## config.mk

```make
export PLATFORM = sky130hd
export DESIGN_NAME = nrs_buf
export DESIGN_NICKNAME = d
export VERILOG_FILES = /design/src/rtl/nrs_buf.sv
export SDC_FILE = /design/constraint.sdc
export NUM_CORES = 1
export LEC_CHECK = 0
export ABC_AREA = 0
export BUFFER_PORTS_ARGS = -buffer_cell sky130_fd_sc_hd__buf_2
export CAP_MARGIN = 20
export CORE_MARGIN = 2
export CORE_UTILIZATION = 35
export CTS_BUF_LIST = sky130_fd_sc_hd__clkbuf_4
export CTS_CLUSTER_DIAMETER = 60
export DETAILED_ROUTE_END_ITERATION = 7
export PLACE_DENSITY = 0.61
export SLEW_MARGIN = 10
export SYNTH_ARGS = -nofsm -noshare
export SYNTH_HDL_FRONTEND = slang
export SYNTH_SLANG_ARGS = --single-unit
export TNS_END_PERCENT = 5
```

## constraint.sdc

```tcl
create_clock -name clk -period 3.8 [get_ports clk]
set_input_delay 0.76 -clock clk [delete_from_list [all_inputs] [get_ports clk]]
set_output_delay 0.76 -clock clk [all_outputs]
set_load 0.05 [all_outputs]
```

## src/rtl/nrs_buf.sv

```systemverilog
// nrs_buf -- responder-side buffer for the channel estimator's NRS read port.
//
// Collects serial NRS bit-pairs {real, imag} from the generator, one per
// accepted cycle. A page holds 4 columns x 2^NRS_ADDR entries, written in
// flat order {column, entry}. A full page is handed to the estimator
// (NRS_gen_ready). The estimator reads it with 1-cycle latency until it
// pulses est_ack_nrs, which frees the page.
//
// Build option: define NRS_PINGPONG_EN for two pages, so the generator can
// fill one page while the other is read. Without it there is a single page,
// and the generator is stalled from the last write until est_ack_nrs.
//
// Ports:
//   clk            in   rising-edge clock
//   rst            in   asynchronous active-low reset
//   gen_valid      in   generator presents a bit-pair
//   gen_nrs_r      in   real bit (1 = negative symbol)
//   gen_nrs_i      in   imaginary bit (1 = negative symbol)
//   gen_ready      out  write page is EMPTY or FILLING
//   wr_err         out  sticky: gen_valid seen while gen_ready low
//   nrs_index_addr in   read column select (0..3)
//   rd_addr_nrs    in   read entry select
//   est_ack_nrs    in   estimator done with the current read page
//   NRS_gen_ready  out  a full page is being served
//   nrs_r          out  registered real bit of the addressed entry
//   nrs_i          out  registered imaginary bit of the addressed entry
module nrs_buf #(
  parameter int unsigned NRS_ADDR = 4
) (
  input  logic                clk,
  input  logic                rst,
  input  logic                gen_valid,
  input  logic                gen_nrs_r,
  input  logic                gen_nrs_i,
  output logic                gen_ready,
  output logic                wr_err,
  input  logic [1:0]          nrs_index_addr,
  input  logic [NRS_ADDR-1:0] rd_addr_nrs,
  input  logic                est_ack_nrs,
  output logic                NRS_gen_ready,
  output logic                nrs_r,
  output logic                nrs_i
);

  localparam int unsigned AW    = NRS_ADDR + 2;
  localparam int unsigned DEPTH = 1 << AW;
`ifdef NRS_PINGPONG_EN
  localparam int unsigned NPG = 2;
`else
  localparam int unsigned NPG = 1;
`endif

  typedef enum logic [1:0] {
    PG_EMPTY,
    PG_FILLING,
    PG_FULL,
    PG_READING
  } pg_state_t;

  typedef enum logic {
    RD_IDLE,
    RD_SERVE
  } rd_state_t;

  pg_state_t     r_pg_st  [NPG];
  pg_state_t     w_pg_nxt [NPG];
  rd_state_t     r_rd_st;
  rd_state_t     w_rd_nxt;
  logic [AW-1:0] r_wr_cnt;
  logic          r_wr_err;
  logic          r_nrs_r;
  logic          r_nrs_i;
  logic [1:0]    r_mem0 [DEPTH];

  logic          w_wr_pg;
  logic          w_rd_pg;
  logic          w_sel_vld;
  logic          w_sel_pg;
  logic          w_gen_ready;
  logic          w_wr_acc;
  logic          w_wr_last;
  logic          w_ack;
  logic          w_serve;
  logic [AW-1:0] w_rd_idx;
  logic [1:0]    w_rd_data;

  // ---------------------------------------------------------------------------
  // Page pointers: only the two-page build needs them; with one page both
  // pointers are tied to page 0.
  // ---------------------------------------------------------------------------
`ifdef NRS_PINGPONG_EN
  logic       r_wr_pg;
  logic       r_rd_pg;
  logic [1:0] r_mem1 [DEPTH];

  always_ff @(posedge clk or negedge rst) begin
    if (!rst) begin
      r_wr_pg <= 1'b0;
      r_rd_pg <= 1'b0;
    end else begin
      if (w_wr_last)
        r_wr_pg <= ~r_wr_pg;
      if (r_rd_st == RD_IDLE && w_sel_vld)
        r_rd_pg <= w_sel_pg;
    end
  end

  assign w_wr_pg = r_wr_pg;
  assign w_rd_pg = r_rd_pg;
`else
  assign w_wr_pg = 1'b0;
  assign w_rd_pg = 1'b0;
`endif

  // ---------------------------------------------------------------------------
  // Write side
  // ---------------------------------------------------------------------------
  always_comb begin
    w_gen_ready = 1'b0;
    for (int unsigned p = 0; p < NPG; p++) begin
      if (p[0] == w_wr_pg &&
          (r_pg_st[p] == PG_EMPTY || r_pg_st[p] == PG_FILLING))
        w_gen_ready = 1'b1;
    end
  end

  assign w_wr_acc  = gen_valid & w_gen_ready;
  assign w_wr_last = w_wr_acc & (&r_wr_cnt);

  always_ff @(posedge clk or negedge rst) begin
    if (!rst) begin
      r_wr_cnt <= '0;
      r_wr_err <= 1'b0;
    end else begin
      if (w_wr_acc)
        r_wr_cnt <= r_wr_cnt + 1'b1;
      if (gen_valid && !w_gen_ready)
        r_wr_err <= 1'b1;
    end
  end

  // Storage carries no reset; its contents are only meaningful once a page
  // has been completely written.
  always_ff @(posedge clk) begin
    if (w_wr_acc && !w_wr_pg)
      r_mem0[r_wr_cnt] <= {gen_nrs_r, gen_nrs_i};
`ifdef NRS_PINGPONG_EN
    if (w_wr_acc && w_wr_pg)
      r_mem1[r_wr_cnt] <= {gen_nrs_r, gen_nrs_i};
`endif
  end

  // ---------------------------------------------------------------------------
  // Page selection: with two FULL pages the older one is the page the write
  // pointer has come back around to.
  // ---------------------------------------------------------------------------
  always_comb begin
    w_sel_vld = 1'b0;
    w_sel_pg  = 1'b0;
    for (int unsigned p = 0; p < NPG; p++) begin
      if (r_pg_st[p] == PG_FULL) begin
        if (!w_sel_vld || p[0] == w_wr_pg)
          w_sel_pg = p[0];
        w_sel_vld = 1'b1;
      end
    end
  end

  assign w_ack = (r_rd_st == RD_SERVE) & est_ack_nrs;

  // Write completion, read selection and ack always touch different pages,
  // so their updates can be applied independently.
  always_comb begin
    for (int unsigned p = 0; p < NPG; p++) begin
      w_pg_nxt[p] = r_pg_st[p];
      if (w_wr_acc && p[0] == w_wr_pg)
        w_pg_nxt[p] = w_wr_last ? PG_FULL : PG_FILLING;
      if (r_rd_st == RD_IDLE && w_sel_vld && p[0] == w_sel_pg)
        w_pg_nxt[p] = PG_READING;
      if (w_ack && p[0] == w_rd_pg)
        w_pg_nxt[p] = PG_EMPTY;
    end
  end

  always_ff @(posedge clk or negedge rst) begin
    if (!rst) begin
      for (int unsigned p = 0; p < NPG; p++)
        r_pg_st[p] <= PG_EMPTY;
    end else begin
      for (int unsigned p = 0; p < NPG; p++)
        r_pg_st[p] <= w_pg_nxt[p];
    end
  end

  // ---------------------------------------------------------------------------
  // Read-side FSM
  // ---------------------------------------------------------------------------
  always_ff @(posedge clk or negedge rst) begin
    if (!rst)
      r_rd_st <= RD_IDLE;
    else
      r_rd_st <= w_rd_nxt;
  end

  // SERVE always returns through IDLE, which guarantees the one-cycle gap
  // in NRS_gen_ready between consecutive pages.
  always_comb begin
    w_rd_nxt = r_rd_st;
    case (r_rd_st)
      RD_IDLE:  if (w_sel_vld)   w_rd_nxt = RD_SERVE;
      RD_SERVE: if (est_ack_nrs) w_rd_nxt = RD_IDLE;
      default:                   w_rd_nxt = RD_IDLE;
    endcase
  end

  always_comb begin
    w_serve = 1'b0;
    if (r_rd_st == RD_SERVE)
      w_serve = 1'b1;
  end

  // ---------------------------------------------------------------------------
  // Read data path (1-cycle latency, forced to 0 outside SERVE)
  // ---------------------------------------------------------------------------
  assign w_rd_idx = {nrs_index_addr, rd_addr_nrs};

  always_comb begin
    w_rd_data = r_mem0[w_rd_idx];
`ifdef NRS_PINGPONG_EN
    if (w_rd_pg)
      w_rd_data = r_mem1[w_rd_idx];
`endif
  end

  always_ff @(posedge clk or negedge rst) begin
    if (!rst) begin
      r_nrs_r <= 1'b0;
      r_nrs_i <= 1'b0;
    end else if (w_serve) begin
      r_nrs_r <= w_rd_data[1];
      r_nrs_i <= w_rd_data[0];
    end else begin
      r_nrs_r <= 1'b0;
      r_nrs_i <= 1'b0;
    end
  end

  assign gen_ready     = w_gen_ready;
  assign wr_err        = r_wr_err;
  assign NRS_gen_ready = w_serve;
  assign nrs_r         = r_nrs_r;
  assign nrs_i         = r_nrs_i;

endmodule

```

* Yosys cells after proc, flatten, opt, wreduce, memory -nomap -nowiden
Memory sizes are Yosys's and may differ from the RTL's. Cells that the tools add are included.
Operators by class: multiplexer cells 14, add/subtract/negate cells 1, equal/unequal tests 2, bitwise logic cells 4, reduce and logical (&&, ||, !) cells 7
Operators with widths (number):
- $mux W1 | 9
- $mux W2 | 4
- $add A6 B1 Y6 const B | 1
- $reduce_and A6 Y1 | 1
- $and A1 B1 Y1 | 3
- $reduce_bool A3 Y1 | 1
- $eq A2 B1 Y1 const B | 1
- $eq A2 B2 Y1 const B | 1
- $logic_and A1 B1 Y1 | 2
- $logic_not A2 Y1 | 1
- $pmux W1 S2 | 1
- $logic_not A1 Y1 | 1
- $logic_or A1 B1 Y1 | 1
- $not A1 Y1 | 1
Word-level totals: output and inout port bits 5, memories 1, word-level logic and storage cells 35, input bits 12, memory bits (writable) 128, flip-flop bits (word level) 12
Memories:
- r_mem0 | depth 64, width 2, rd ports 1, clocked after Yosys merged registers in 0, write ports 1, RTL line 73 | logic [1:0] r_mem0 [DEPTH];

* Logic depth before layout (Yosys ltp)
Gate-level depths: netlist of run 1.
depth in word-level cells 9, depth in mapped cells 7, depth with buffers taken out 5

* Least setup slack after synthesis of run 1
OpenSTA, ideal clock, no wires.
path type input to register, start input port rd_addr_nrs[0], end register r_nrs_i, in the netlist nrs_i, slack 1703 ps, data arrival time 1966 ps, data required time 3669 ps, library setup time 131 ps, cell stages on the path 7, buffers on the path 2, cell sequence buf_4 buf_6 mux4_2 o22ai_1 nand2_1 nand2_1 o22ai_1
Between the ends: word-level cells in the longest chain between the ends 2
RTL lines:
- from (decl) | RTL line 38 | input logic [NRS_ADDR-1:0] rd_addr_nrs,
- $mem_v2 Z64 W2
- $mux W1 | RTL line 239 | end else if (w_serve) begin
- to (signal assigned) | RTL line 241 | r_nrs_i <= w_rd_data[0];
- to (decl) | RTL line 72 | logic r_nrs_i;
No other way between the ends. A chain may end at the register's enable or synchronous reset.

* Final worst setup path of run 1
start input port rd_addr_nrs[1], end register r_nrs_i, in the netlist nrs_i
Same word-level chain as after synthesis.

==> results of run 1 <==
-- metrics by stage --
stage,cells,power (uW),hold WS [ps],util,area (sq um)
floorplan,341,2200,464,-,5800
finish,598,3240,112,0.390,6400
detailed placement,563,2380,457,0.371,6090
CTS,595,3270,87.0,0.387,6360
global placement,563,2360,436,0.371,6090
global route,598,3390,80.8,0.390,6400
-- worst paths after layout --
check                      cells after the start                   start                       to
max reg2reg                                    4  r_pg_st[1]$_DFFE_PN0P_  r_mem0[19][0]$_DFFE_PP_
min in group clk                               2             est_ack_nrs   r_pg_st[1]$_DFFE_PN0P_
min                                            1                     rst  r_wr_cnt[2]$_DFFE_PN0P_
min reg2reg                                    1      wr_err$_DFFE_PN0P_       wr_err$_DFFE_PN0P_
max in group asynchronous                      1                     rst  r_wr_cnt[4]$_DFFE_PN0P_
max                                            5          rd_addr_nrs[1]          nrs_i$_DFF_PN0_
-- state kept, by name, indices dropped and copies added, names as in the netlist --
register	count
r_rd_st	1
nrs_i	1
r_mem0	128
r_pg_st	2
nrs_r	1
wr_err	1
r_wr_cnt	6
-- worst reg2reg max path, cell delays in order (launching register included) --
cell and delay (ps):
dfrtp_1 430, nor2b_1 300, nor2b_1 290, nand3_1 440, nor2_1 340
-- power groups by stage --
stage	Clock, uW	Combinational (uW)	Sequential (uW)
global placement	0	484	1880
CTS	923	496	1850
finish	901	489	1850
floorplan	0	356	1850
global route	993	540	1860
detailed placement	0	494	1880
-- area by class of cell --
type / count / area share
clock inverters: 13 / 0.0197
multi-input cells: 183 / 0.244
diodes: 1 / 0.000391
inverters: 1 / 0.000587
well taps: 220 / 0.0430
flip-flops and latches: 140 / 0.648
clock buffers: 19 / 0.0223
repair buffers: 21 / 0.0223
-- cells in the final DEF, fill, tap and decap left out, drive strengths merged, types with 2 or more instances in the layout --
master    instances
a22oi             3
o21ai             2
a32oi             2
mux2              3
o311ai            2
edfxtp          128
nand2b            4
o22ai             5
dfrtp            12
mux4             32
xnor2             3
clkbuf           19
nand3b            2
mux2i            11
nor2             70
nand3            10
or2               2
buf              21
clkinvlp          2
nor2b             7
clkinv            9
bufinv            2
nand2            17
-- kinds of logic after synthesis --
logic type | after synthesis
AOI/OAI and AO/OA | 17
adders and majority gates | 1
xor gates and xnor gates | 4
and+or+nand+nor | 115
DFF | 140
buffers and inverters | 18
muxes | 46
-- routing by layer --
metal  vias to the layer above  GRT usage
met4                         0     0.0448
met3                        10     0.0337
li1                       1372          -
met1                      1522      0.156
met5                         -          0
met2                        61      0.245
-- cell usage after synthesis, drive strengths merged (4+ instances only) --
cell,number
buf,10
clkbuf,7
dfrtp,12
edfxtp,128
mux2i,11
mux4,32
nand2,17
nand2b,4
nand3,10
nor2,70
nor2b,7
o22ai,5
==> results by group, run 1 <==
Yosys
  • Post-synth EDFFs: 128
  • Syn Area/Cell: 17.0 sq um
  • Post-Synth Adder-Cell Area: 0.00216
  • Post-synth ARST share: 0.0857
  • Top cell type's share of synthesized area: 0.662
  • Main flop type after synthesis: edfxtp_1
  • Mapped Cells: 341
  • Register area share after synthesis: 0.714
  • Netlist cell types: 34
  • Largest family of logic cells by synthesized area: multiplexers
  • Yosys warnings: 0
  • Synth area leader: edfxtp_1
  • Syn nets: 354
  • Post-synthesis compound-gate area fraction: 0.0231
  • Post-Synth Simple-Gate Area: 0.0852
  • Register bit total from synthesis: 140
  • Synth Cell Area: 0.00580 sq mm
  • Synth Area in XOR/XNOR: 0.00604
  • Synth top area cells: edfxtp_1, mux4_2, dfrtp_1, nor2_1, mux2i_1
  • Post-synthesis mux area share: 0.153

Power and ir drop
  • Psw: 919 uW
  • Pleak: 0.00203 uW
  • Sequential share of power: 0.571
  • Internal: 2320 uW
  • Peak VDD IR: 0.000175 V
  • Clock power frac: 0.278
  • Pwr Density: 506 mW/mm^2
  • Net Sw Frac: 0.284
  • Logic pwr share: 0.151

Run status
  • Run status: completed

Place
  • GPL Wtd Cong: 0.698
  • Port Buffers: 16
  • Final HPWL DP: 7040 um
  • Place WS: 1060 ps

Setup path
  • Crit path max-delay family: multiplexers
  • Required time at the worst-slack endpoint: 4190 ps
  • Worst path cell trace: buf_2, mux4_1, mux2_4, o311ai_2, o22ai_1
  • CP arrival: 2560 ps
  • Crit Path Class: input port to flip-flop
  • Worst Setup Start Kind: input port
  • Critical path's slowest cell: mux4_1
  • CP Max Fanout: 26
  • R2R Setup Slk: 1680 ps
  • Worst path max stage delay: 640 ps
  • WP buf/inv: 1
  • Element type at the critical path end: flip-flop

Layout
  • Area of the multi-input gates: 0.00156 sq mm
  • Register area: 0.00414 sq mm
  • Final nets: 377
  • Area grow syn2layout: 10.3%
  • Fill count: 1,478
  • Fraction of layout cells with a size suffix above 1: 0.225

STA
  • Relative slew slack: 0.531
  • Slew Viols, Final: 0
  • Final WS setup: 1630 ps
  • Layout Skew: 18.7 ps
  • Post-layout minimum cycle time: 2170 ps
  • Least-Margin Pin Slew: 703 ps
  • Final period utilization: 0.572
  • Max Clk Rate: 460 MHz
  • Post-route setup TNS: 0 ps
  • RSZ-0062 raised after global routing: no
  • Final setup vio count: 0
  • Fin. Hold Viols: 0

Routing
  • Drt total wl: 11,100 um
  • Drt first-iter violations: 198
  • Antenna Nets Post-Route: 0
  • Met3 wire length: 443 um
  • M1 wire length: 4590 um
  • Routed vias/inst: 4.96
  • Detailed-route DRC error count: 0
  • WL/cell: 18.6 um
  • First-pass DRT Iterations: 5
  • Highest Signal Layer: met4
  • WL met2: 5940 um
  • Via count of the routed design: 2,965

Floorplan
  • Placement Rows: 47
  • Effective utilization at floorplan: 0.354
  • Core Footprint: 0.0164 sq mm
  • Die Span X: 133 um
  • IO Count: 17
  • Die area: 0.0176 sq mm
  • Chip height: 133 um

Clock network
  • Worst-Skew Late Latency: 520 ps
  • H-tree depth: 4
  • Hold-fix buffers, CTS: 0
  • CTS Root Buffer Type: clkbuf_4
  • CTS Buf Count: 17
  • PostCTS Resize Cnt: 0
  • CTS tree: yes
  • Bufs on Longest Clock Path: 2
  • TritonCTS Sinks: 140
  • Post-CTS setup repair buffer count: 0
  • Clk pin slew, worst setup/hold paths: 110 ps

Global route
  • Total grt overflow: 0
  • Largest net degree at the start of global routing: 65
  • Initial antenna violation count: 1
  • Vias in the first global route: 3,198
  • GRT Total Usage: 0.135
  • First-pass GRT wire length: 17,700 um

Run
  • MaxCap Viol Count: 0

Worst hold path
  • Worst Hold Class: input port to async pin
Note: power is estimated with default switching activity, not from simulation.
==> inputs of run 2 (changes only) <==
==> constraint.sdc (replaced) <==
create_clock -name clk -period 2 [get_ports clk]
set_input_delay 0.4 -clock clk [delete_from_list [all_inputs] [get_ports clk]]
set_output_delay 0.4 -clock clk [all_outputs]
set_load 0.05 [all_outputs]
==> results by group, run 2 (synthesis results as in run 1) <==
Routing
  • Drt total wl: 11,400 um
  • Antenna Nets Post-Route: 0
  • Drt first-iter violations: 247
  • Routed vias/inst: 4.95
  • First-pass DRT Iterations: 4
  • Via count of the routed design: 3,067
  • WL/cell: 18.4 um
  • Detailed-route DRC error count: 0

Layout
  • Area grow syn2layout: 14.5%
  • Largest register by flop count: r_mem0
  • Most common cell after layout, fill and taps aside: edfxtp_1
  • Fill count: 1,479
  • Largest register FFs: 128
  • Top Registers: r_mem0: 128 flops, r_wr_cnt: 6 flops, r_pg_st: 2 flops
  • Fraction of layout cells with a size suffix above 1: 0.271
  • Most frequent cells in the layout: edfxtp_1, nor2_1, mux4_2
  • Final nets: 398
  • Area of the multi-input gates: 0.00156 sq mm
  • Register area: 0.00414 sq mm
  • Fin cells: 620

Floorplan
  • Core Footprint: 0.0164 sq mm
  • Die area: 0.0176 sq mm
  • Effective utilization at floorplan: 0.354
  • Placement Rows: 47
  • Die Span X: 133 um
  • Chip height: 133 um
  • IO Count: 17

Power and ir drop
  • Psw: 1790 uW
  • Pleak: 0.00216 uW
  • Logic pwr share: 0.156
  • Peak VDD IR: 0.000435 V
  • Internal: 4860 uW
  • Clock power frac: 0.315
  • Pwr Total: 6650 uW
  • Sequential share of power: 0.529
  • Net Sw Frac: 0.269
  • Pwr Density: 1000 mW/mm^2

Clock network
  • Hold-fix buffers, CTS: 1
  • CTS Buf Count: 17
  • Bufs on Longest Clock Path: 2
  • H-tree depth: 4
  • PostCTS Resize Cnt: 0
  • CTS tree: yes
  • Worst-Skew Late Latency: 540 ps
  • Clk pin slew, worst setup/hold paths: 120 ps
  • TritonCTS Sinks: 140
  • CTS Root Buffer Type: clkbuf_4
  • Post-CTS setup repair buffer count: 0

Global route
  • Total grt overflow: 0
  • Vias in the first global route: 3,258
  • First-pass GRT wire length: 17,900 um
  • GRT met2 Usage: 0.229
  • Initial antenna violation count: 2
  • Met1 Use GR: 0.169
  • Largest net degree at the start of global routing: 65
  • GRT Total Usage: 0.138
  • GRT Max-Usage Layer: met2
  • Met3 Track Usage GR: 0.0368

STA
  • RSZ-0062 raised after global routing: no
  • Max Clk Rate: 542 MHz
  • Fin. Hold Viols: 0
  • Post-layout minimum cycle time: 1850 ps
  • Least-Margin Pin Slew: 419 ps
  • Final setup vio count: 0
  • Relative slew slack: 0.720
  • Final period utilization: 0.923
  • Layout Skew: 17.9 ps
  • Slew Viols, Final: 0
  • Post-route setup TNS: 0 ps

Setup path
  • Worst reg2reg path depth: 5
  • Worst Setup Start Kind: flip-flop
  • Element type at the critical path end: flip-flop
  • CP arrival: 2090 ps
  • Required time at the worst-slack endpoint: 2240 ps
  • Crit Path Class: flip-flop to flip-flop
  • CP Max Fanout: 5

Place
  • Placed Instances: 585
  • Port Buffers: 16
  • Final HPWL DP: 7570 um
  • GPL Wtd Cong: 0.794

Run status
  • Run status: completed

Worst hold path
  • Worst Hold Class: input port to flip-flop
  • Hold Path Depth: 2

Run
  • MaxCap Viol Count: 0
[run 2: cell count changes in the layout (fill, tap and decap cells not counted)]
cell | previous run | this run
buf_12 | 2 | 3
buf_4 | 3 | 22
bufinv_16 | 2 | 5
clkbuf_4 | 19 | 18
clkinv_1 | 4 | 1
clkinv_2 | 2 | 5
clkinv_4 | 3 | 0
clkinvlp_4 | 2 | 3
diode_2 | 1 | 2
dlygate4sd3_1 | 0 | 1
[run 2: critical path, stage by stage (launching register included)]
cell     delay, ps
dfrtp_1        450
nor2b_1        210
nor2b_1        310
nand2_1        200
buf_4          200
nor2_1         160
[run 2: worst paths after layout]
path / from / endpoint / slack, ps
worst max register to register: r_pg_st[1]$_DFFE_PN0P_ / r_mem0[25][1]$_DFFE_PP_ / 150
min in group asynchronous: rst / r_wr_cnt[1]$_DFFE_PN0P_ / 250
worst min register to register: wr_err$_DFFE_PN0P_ / wr_err$_DFFE_PN0P_ / 460
max in group asynchronous: rst / nrs_i$_DFF_PN0_ / 1530
worst max-delay path: r_pg_st[1]$_DFFE_PN0P_ / r_mem0[25][1]$_DFFE_PP_ / 150
worst min-delay path: est_ack_nrs / r_rd_st$_DFF_PN0_ / 60
[run 2: final cells by class]
type	count	area share
Sequential cell	140	0.624
Clock inverter	14	0.0303
Timing Repair Buffer	42	0.0475
Clock buffer	18	0.0203
Tap cell	220	0.0414
Inverter	1	0.000565
Antenna cell	2	0.000753
Multi-Input combinational cell	183	0.235
[run 2: power groups by stage]
stage	clock (uW)	sequential [uW]	combinational, uW
final	2100	3520	1030
after floorplan	0	3510	675
after global routing	2260	3540	1140
after global placement	0	3570	1030
after detailed placement	0	3580	1040
after CTS	2150	3510	1050
[run 2: per-stage QoR]
step	setup slack [ps]	utilization	hold slack [ps]	cell area [sq um]
after floorplan	263	-	104	5800
after global placement	-18.9	0.383	290	6290
after detailed placement	-6.19	0.383	297	6290
after CTS	143	0.405	13.7	6640
after global routing	60.7	0.405	12.3	6640
final	154	0.405	58.1	6640
[run 2: per-layer routing]
layer  routed length [um]  share of wire  vias to the layer above
li1                     -              -                     1418
met1                 4790           0.42                     1564
met2                 5960           0.52                       68
met3                  406          0.036                       17
met4                  268          0.023                        0
met5                    0              0                        -
==> inputs of run 3 (changes only) <==
--- a/config.mk
+++ b/config.mk
@@ -5,7 +5,7 @@
 export SDC_FILE = /design/constraint.sdc
 export NUM_CORES = 1
 export LEC_CHECK = 0
-export ABC_AREA = 0
+export ABC_AREA = 1
 export BUFFER_PORTS_ARGS = -buffer_cell sky130_fd_sc_hd__buf_2
 export CAP_MARGIN = 20
 export CORE_MARGIN = 2
@@ -14,6 +14,7 @@
 export CTS_CLUSTER_DIAMETER = 60
 export DETAILED_ROUTE_END_ITERATION = 7
 export PLACE_DENSITY = 0.61
+export REMOVE_ABC_BUFFERS = 1
 export SLEW_MARGIN = 10
 export SYNTH_ARGS = -nofsm -noshare
 export SYNTH_HDL_FRONTEND = slang
==> results by group, run 3 <==
Run status
  • Run status: completed

Yosys
  • Mapped Cells: 569
  • Most instantiated cells after synthesis: nand2_1, edfxtp_1, nand3_1, nor2_1, inv_1
  • Top cell type's share of synthesized area: 0.639
  • Post-synth EDFFs: 128
  • Synth Cell Area: 0.00601 sq mm
  • Register area share after synthesis: 0.689
  • Synth area leader: edfxtp_1
  • Most common cell in the netlist: nand2_1
  • Netlist cell types: 18
  • Synth top area cells: edfxtp_1, nand2_1, nand3_1, dfrtp_1, nor2_1
  • Yosys warnings: 0
  • Syn Area/Cell: 10.6 sq um
  • Register bit total from synthesis: 140
  • Post-synth ARST share: 0.0857
  • Main flop type after synthesis: edfxtp_1

Setup path
  • Worst path max stage delay: 420 ps
  • CP Max Fanout: 7
  • Worst path cell trace: inv_1, nand2_1, inv_2, nand2_1, inv_1, nand2_1, nor2_1
  • Critical path's slowest cell: dfrtp_1
  • Worst Setup Start Kind: flip-flop
  • Most used cell, CP: nand2_1
  • Crit Path Class: flip-flop to flip-flop
  • CP arrival: 1980 ps
  • Element type at the critical path end: flip-flop
  • R2R Setup Slk: 230 ps
  • Required time at the worst-slack endpoint: 2210 ps

Layout
  • Register area: 0.00414 sq mm
  • Largest register FFs: 128
  • Top Registers: r_mem0: 128 flops, r_wr_cnt: 6 flops, r_pg_st: 2 flops
  • Largest register by flop count: r_mem0
  • Most common cell after layout, fill and taps aside: nand2_1
  • Area grow syn2layout: 11.4%
  • Fin cells: 835
  • Fraction of layout cells with a size suffix above 1: 0.117
  • Most frequent cells in the layout: nand2_1, edfxtp_1, nand3_1
  • Final nets: 614
  • Fill count: 1,693
  • Post-layout util: 0.401
  • Area of the multi-input gates: 0.00164 sq mm

STA
  • Slew Viols, Final: 0
  • Post-route setup TNS: 0 ps
  • Final Hold Slack: 66.9 ps
  • Layout Skew: 24.2 ps
  • RSZ-0062 raised after global routing: no
  • Max Clk Rate: 566 MHz
  • Fin. Hold Viols: 0
  • Post-layout minimum cycle time: 1770 ps
  • Final setup vio count: 0
  • Relative slew slack: 0.716
  • Least-Margin Pin Slew: 426 ps
  • Final period utilization: 0.883

Global route
  • Total grt overflow: 0
  • GRT Total Usage: 0.161
  • First-pass GRT wire length: 21,900 um
  • Vias in the first global route: 4,303
  • Initial antenna violation count: 1
  • Largest net degree at the start of global routing: 65

Routing
  • Detailed-route DRC error count: 0
  • First-pass DRT Iterations: 5
  • Drt total wl: 13,400 um
  • Antenna Nets Post-Route: 0
  • Drt first-iter violations: 347
  • WL/cell: 16.1 um
  • Via count of the routed design: 4,177
  • Routed vias/inst: 5.00

Clock network
  • TritonCTS Sinks: 140
  • Clk pin slew, worst setup/hold paths: 120 ps
  • CTS Buf Count: 17
  • H-tree depth: 4
  • CTS tree: yes
  • CTS Root Buffer Type: clkbuf_4
  • Post-CTS setup repair buffer count: 0
  • Worst-Skew Late Latency: 520 ps
  • Bufs on Longest Clock Path: 2

Run
  • MaxCap Viol Count: 0

Power and ir drop
  • Pwr Density: 970 mW/mm^2
  • Pwr Total: 6500 uW
  • Pleak: 0.00250 uW
  • Peak VDD IR: 0.000532 V

Place
  • Final HPWL DP: 8490 um
  • GPL Wtd Cong: 0.826
  • Placed Instances: 801
  • Port Buffers: 16

Floorplan
  • Effective utilization at floorplan: 0.360
  • Die Span X: 135 um
  • Core Footprint: 0.0167 sq mm
  • IO Count: 17
  • Chip height: 135 um
  • Die area: 0.0182 sq mm
  • Placement Rows: 47

Worst hold path
  • Worst Hold Class: input port to flip-flop
## run 3: path summary, 6_finish.rpt
path,from,end,depth (start not counted)
max reg2reg,r_pg_st[1]$_DFFE_PN0P_,r_mem0[63][0]$_DFFE_PP_,7
min in group asynchronous,rst,nrs_i$_DFF_PN0_,2
max,r_pg_st[1]$_DFFE_PN0P_,r_mem0[63][0]$_DFFE_PP_,7
max in group asynchronous,rst,nrs_r$_DFF_PN0_,2
min,est_ack_nrs,r_rd_st$_DFF_PN0_,2
min reg2reg,wr_err$_DFFE_PN0P_,wr_err$_DFFE_PN0P_,1
## run 3: layer usage
layer	part of all wire	global-route usage	vias to the layer above
li1	-	-	2010
met1	0.44	0.211	2026
met2	0.49	0.266	130
met3	0.063	0.0390	11
met4	0.016	0.0480	0
met5	0	0	-
## run 3: what timing repair did
item / 4_1_cts / 5_1_grt
endpoints found under the hold margin: 12 / 0
setup endpoints to repair: 0 / 11
hold buffers: 1 / 0
resized for setup: 0 / 2
## run 3: worst max-delay path, delay by kind of cell, from the launching register on
family | cells | cell delay, ps
buffers and inverters | 3 | 380
and+or+nand+nor | 4 | 650
DFF | 1 | 420
## run 3: cell families (layout without fill, tap and decap cells)
| family | count (synthesis) | after routing | share of synthesized area |
|---|---|---|---|
| AND/OR/NAND/NOR | 373 | 373 | 0.257 |
| flip-flops | 140 | 140 | 0.689 |
| buffers and inverters | 45 | 90 | 0.0402 |
| AO/OA/AOI/OAI | 6 | 6 | 0.00562 |
| XOR/XNOR | 4 | 4 | 0.00583 |
| adder cells (fa/ha/maj) | 1 | 1 | 0.00208 |
| other | 0 | 1 | 0 |
## run 3: layout make-up
type                    count  area share
clock inverters            14      0.0217
diodes                      1    0.000373
well taps                 220      0.0411
multi-input cells         384       0.244
clock buffers              18      0.0202
repair buffers             38      0.0426
flip-flops and latches    140       0.618
inverters                  20      0.0112
## run 3: report_power, final
group	switching, uW	leakage, uW	internal, uW
clock network	1010	0.000146	756
registers	140	0.00130	3380
logic	903	0.00106	314
total	2050	0.00250	4450
## run 3: through the flow
stage	cell area, sq um	worst slack, ps
after floorplan	5850	119
after global placement	6400	255
after detailed placement	6400	190
after CTS	6690	141
after global routing	6700	80.2
final	6700	234
